`src/rtl/bcd_to_bin.sv`:
```
`default_nettype none
// ============================================================================
// Module   : bcd_to_bin
// Brief    : Sequential six-digit BCD to binary converter (reverse double dabble)
// Revision : 1.0 - initial release
// ============================================================================
module bcd_to_bin #(
    parameter int DIGITS = 6,
    parameter int BIN_W  = 20
) (
    input  logic             sys_clk,
    input  logic             sys_rst_n,
    input  logic             start,
    input  logic [3:0]       bit_0,
    input  logic [3:0]       bit_1,
    input  logic [3:0]       bit_2,
    input  logic [3:0]       bit_3,
    input  logic [3:0]       bit_4,
    input  logic [3:0]       bit_5,
    output logic             busy,
    output logic             done,
    output logic             err,
    output logic [BIN_W-1:0] data
);

    localparam int c_BCD_W = 4 * DIGITS;
    localparam int c_REG_W = c_BCD_W + BIN_W;
    localparam int c_CNT_W = $clog2(BIN_W);
    localparam logic [c_CNT_W-1:0] c_LAST = c_CNT_W'(BIN_W - 1);

    typedef enum logic [1:0] {
        S_IDLE   = 2'd0,
        S_SHIFT  = 2'd1,
        S_ADJUST = 2'd2,
        S_DONE   = 2'd3
    } state_t;

    state_t               r_state;
    state_t               w_next;
    logic [c_REG_W-1:0]   r_work;
    logic [c_CNT_W-1:0]   r_iter_cnt;
    logic                 r_bad_req;

    logic [c_BCD_W-1:0]   w_bcd_in;
    logic [DIGITS-1:0]    w_nib_bad;
    logic [c_BCD_W-1:0]   w_adj_bcd;
    logic                 w_input_ok;
    logic                 w_last;

    assign w_bcd_in = {bit_5, bit_4, bit_3, bit_2, bit_1, bit_0};

    // Per-digit range check on the request and the -3 correction on the working register
    for (genvar gi = 0; gi < DIGITS; gi++) begin : g_nib
        logic [3:0] w_in_nib;
        logic [3:0] w_cur_nib;
        assign w_in_nib  = w_bcd_in[4*gi +: 4];
        assign w_cur_nib = r_work[BIN_W + 4*gi +: 4];
        assign w_nib_bad[gi] = (w_in_nib > 4'd9);
        assign w_adj_bcd[4*gi +: 4] = (w_cur_nib >= 4'd8) ? (w_cur_nib - 4'd3) : w_cur_nib;
    end

    assign w_input_ok = ~|w_nib_bad;
    assign w_last     = (r_iter_cnt == c_LAST);

    always_ff @(posedge sys_clk or negedge sys_rst_n) begin
        if (!sys_rst_n) begin
            r_state <= S_IDLE;
        end else begin
            r_state <= w_next;
        end
    end

    always_comb begin
        w_next = r_state;
        case (r_state)
            S_IDLE: begin
                if (start) begin
                    w_next = w_input_ok ? S_SHIFT : S_DONE;
                end
            end
            S_SHIFT:  w_next = S_ADJUST;
            S_ADJUST: w_next = w_last ? S_DONE : S_SHIFT;
            S_DONE:   w_next = S_IDLE;
            default:  w_next = S_IDLE;
        endcase
    end

    always_ff @(posedge sys_clk or negedge sys_rst_n) begin
        if (!sys_rst_n) begin
            r_work     <= '0;
            r_iter_cnt <= '0;
            r_bad_req  <= 1'b0;
            busy       <= 1'b0;
            done       <= 1'b0;
            err        <= 1'b0;
            data       <= '0;
        end else begin
            done <= 1'b0;
            case (r_state)
                S_IDLE: begin
                    if (start) begin
                        busy <= 1'b1;
                        if (w_input_ok) begin
                            r_work     <= {w_bcd_in, {BIN_W{1'b0}}};
                            r_iter_cnt <= '0;
                            r_bad_req  <= 1'b0;
                        end else begin
                            r_bad_req  <= 1'b1;
                        end
                    end
                end
                S_SHIFT: begin
                    r_work <= {1'b0, r_work[c_REG_W-1:1]};
                end
                S_ADJUST: begin
                    r_work <= {w_adj_bcd, r_work[BIN_W-1:0]};
                    if (!w_last) begin
                        r_iter_cnt <= r_iter_cnt + c_CNT_W'(1);
                    end
                end
                S_DONE: begin
                    done <= 1'b1;
                    busy <= 1'b0;
                    // A rejected request keeps the previous result visible
                    if (r_bad_req) begin
                        err  <= 1'b1;
                    end else begin
                        err  <= 1'b0;
                        data <= r_work[BIN_W-1:0];
                    end
                end
                default: ;
            endcase
        end
    end

endmodule
`default_nettype wire
```
`config.mk`:
```
export PLATFORM = sky130hd
export DESIGN_NAME = bcd_to_bin
export DESIGN_NICKNAME = d
export VERILOG_FILES = /design/src/rtl/bcd_to_bin.sv
export SDC_FILE = /design/constraint.sdc
export NUM_CORES = 1
export LEC_CHECK = 0
export BUFFER_PORTS_ARGS = -buffer_cell sky130_fd_sc_hd__buf_2
export CORE_MARGIN = 3
export CORE_UTILIZATION = 32
export DETAILED_ROUTE_END_ITERATION = 6
export GPL_TIMING_DRIVEN = 0
export PLACE_DENSITY = 0.5
export SYNTH_ARGS = -nofsm -noshare
export SYNTH_HDL_FRONTEND = slang
export SYNTH_SLANG_ARGS = --single-unit
```
`constraint.sdc`:
```
create_clock -name sys_clk -period 5.53 [get_ports sys_clk]
set_input_delay 0.2765 -clock sys_clk [delete_from_list [all_inputs] [get_ports sys_clk]]
set_output_delay 0.2765 -clock sys_clk [all_outputs]
set_load 0.01 [all_outputs]
```
==> out/metrics.cfg <==
[synth]
yosys_warnings=0
synth_seq_cells=75
syn-cell-area_mm2=0.003995
synthCells=421
avgSynthCellArea_um2=9.490
synthArstFlopShare_pct=100.0
synth_top_area_cell=dfrtp_1
synthDominantCellAreaShare_pct=46.98
synth_cell_types=43
synth_most_common_cell=dfrtp_1
seq_area_frac_synth_pct=46.98
synth_fp_nets=465
synth_edf_count=0
ys_top_cells_by_count=75 x dfrtp_1, 56 x nand2_1, 49 x o21ai_0
netlist_top_cells_area=dfrtp_1 47%, mux2_2 6.2%, o21ai_0 6.1%
synthFlopType=dfrtp_1

[place]
dpl_cell_area_mm2=0.004481
dp.cells=639
portBuffers=49
gp_congestion=0.8038
pre_cts_slack_ps=3058
dp_hpwl_um=7072

[grt]
grt_pass1_vias=3312
grt_pass1_wl_um=17370
antenna_found_initial=0
grt.overflow.total=0
grt_use_total_pct=15.51
grt_max_degree=60

[floorplan]
dieArea_mm2=0.01386
rows=40
core_mm2=0.01211
die_w_um=117.7
ioPinCount=50
die_h_um=117.7
floorplan.initialDensity_pct=32.99

[critical_path]
r2r_end=r_work[37]
crit_path_top_delay_cell=clkbuf_1
crit_arrival_ps=2740
rr_startpoint=r_state[0]
ff2ff_setup_slack_ps=3050
cp.required_ps=5790
crit_chain=inv_1 > ha_1 > clkbuf_1 > clkbuf_1 > clkbuf_1 > o21ai_0 > mux2i_1
end_kind=flip-flop
cp-start-kind=flip-flop
cpPeakStageDelay_ps=510
worstSetupPathType=flip-flop to flip-flop
rr_worst_depth=7
cpMostUsedCell=clkbuf_1
crit_fanout=10

[sta]
setup_viol=0
fin_setup_tns_ps=0
slew_viol_final=0
timing_hold_violations_final=0
fmax_mhz=403.1
slew_headroom_pct=52.10
fin_skew_ps=8.280
fin_crit_sh_pct=44.86
rsz0062_at_grt=no
worst_slack_ps=3049
worst_hold_slack_ps=230.9
fin_crit_ps=2481
tightest_slew_ps=718.5

[min_path]
min_path_type=primary input to flip-flop
hold_depth=3
holdCritStartpoint=bit_3[0]
whs_endpoint=r_work[32]

[detailed_routing]
dr.pass1.iters=5
route.vias.total=3324
drtIter0Drc=186
ant_nets=0
wl_um=10320
post-route-drc-count=0
routedWlPerCell_um=15.75
vias_per_cell=5.075

[cells_and_area]
antenna_cells=0
drive_above_1_share_pct=20.74
design_area_mm2=0.004782
fillers=1283
layout.nets=527
multiInputGateArea_mm2=0.001913
fin_util_pct=39.48
seq_area_mm2=0.001877
final_cell_count_no_fill=655
syn_to_final_growth_pct=19.70

[cts]
cts_max_level=3
cts_root_buf=clkbuf_16
clkSinkCount=75
cts_buffer_depth=2
clk_pin_slew_ps=60
cts_tree=yes
clkLatencyLatePin_ps=340
cts_resized=0
numCtsBuffers=9
cts_hold_buf=1
cts_setup_buffers=0

[power_and_ir_drop]
peakVddDrop_mv=0.2372
leakage_nw=2.247
power_mw=2.999
p_per_area_mw_per_mm2=627.1

[run]
maxCapViolations=0

[status]
outcome=finished, final reports clean

[cell families (layout without fill, tap and decap cells)]
kind of cell,after synthesis,after routing,share of synthesized area [%]
buffers and inverters,50,116,5.136
AO/OA/AOI/OAI,142,142,21.42
flip-flops,75,75,46.98
multiplexers,34,34,9.208
adder cells (fa/ha/maj),17,17,5.324
AND/OR/NAND/NOR,103,103,11.93
[cell usage in the layout (no fill, tap or decap), drive strengths merged, types with 16 or more instances in the layout]
master,Yosys,layout
dfrtp,75,75
o21ai,74,74
buf,8,58
nand2,56,56
clkbuf,19,28
a21oi,26,26
inv,23,24
mux2,22,22
a22oi,20,20
ha,17,17
nor2,16,16
[worst max path at each step]
stage | startpoint | cells after the start | endpoint
6_report | r_state[0] | 7 | r_work[37]
5_1_grt | r_state[0] | 8 | r_work[24]
4_1_cts | r_state[0] | 7 | r_work[37]
3_5_place_dp | r_state[0] | 7 | r_work[37]
3_3_place_gp | r_state[0] | 7 | r_work[37]
2_1_floorplan | r_state[0] | 7 | r_work[26]
[report_power, final]
group / total (mW) / switching [mW] / internal, mW
Clock: 0.586 / 0.238 / 0.348
Sequential: 0.906 / 0.159 / 0.747
Combinational: 1.51 / 0.922 / 0.585
Total: 3.00 / 1.32 / 1.68
[metal layers]
metal | share of wire, % | GRT usage, % | wire [µm]
met4 | 1.6 | 4.249 | 163
met2 | 46 | 24.07 | 4728
met3 | 4.4 | 4.181 | 449
met1 | 48 | 21.40 | 4977
met5 | 0 | 0 | 0
[area by class of cell]
| type | instances | share of cell area (%) |
|---|---|---|
| Multi-Input combinational cell | 296 | 40.01 |
| Sequential cell | 75 | 39.25 |
| Timing Repair Buffer | 51 | 5.965 |
| Clock buffer | 9 | 4.710 |
| Tap cell | 168 | 4.396 |
| Buffer | 27 | 2.486 |
| Inverter | 23 | 1.805 |
| Clock inverter | 6 | 1.387 |
[state kept, by name (all words and copies together), names as in the netlist]
signal      cells
data           20
err             1
r_work         44
r_bad_req       1
busy            1
done            1
r_state         2
r_iter_cnt      5
[worst max-delay path: cells and delay by family (launching register included)]
kind            cells  cell delay, ps
compound gates      1             180
fa+ha+maj           1             280
buf+inv             4            1390
flops               1             380
mux                 1             170
Power figures use the tool's default switching activity.
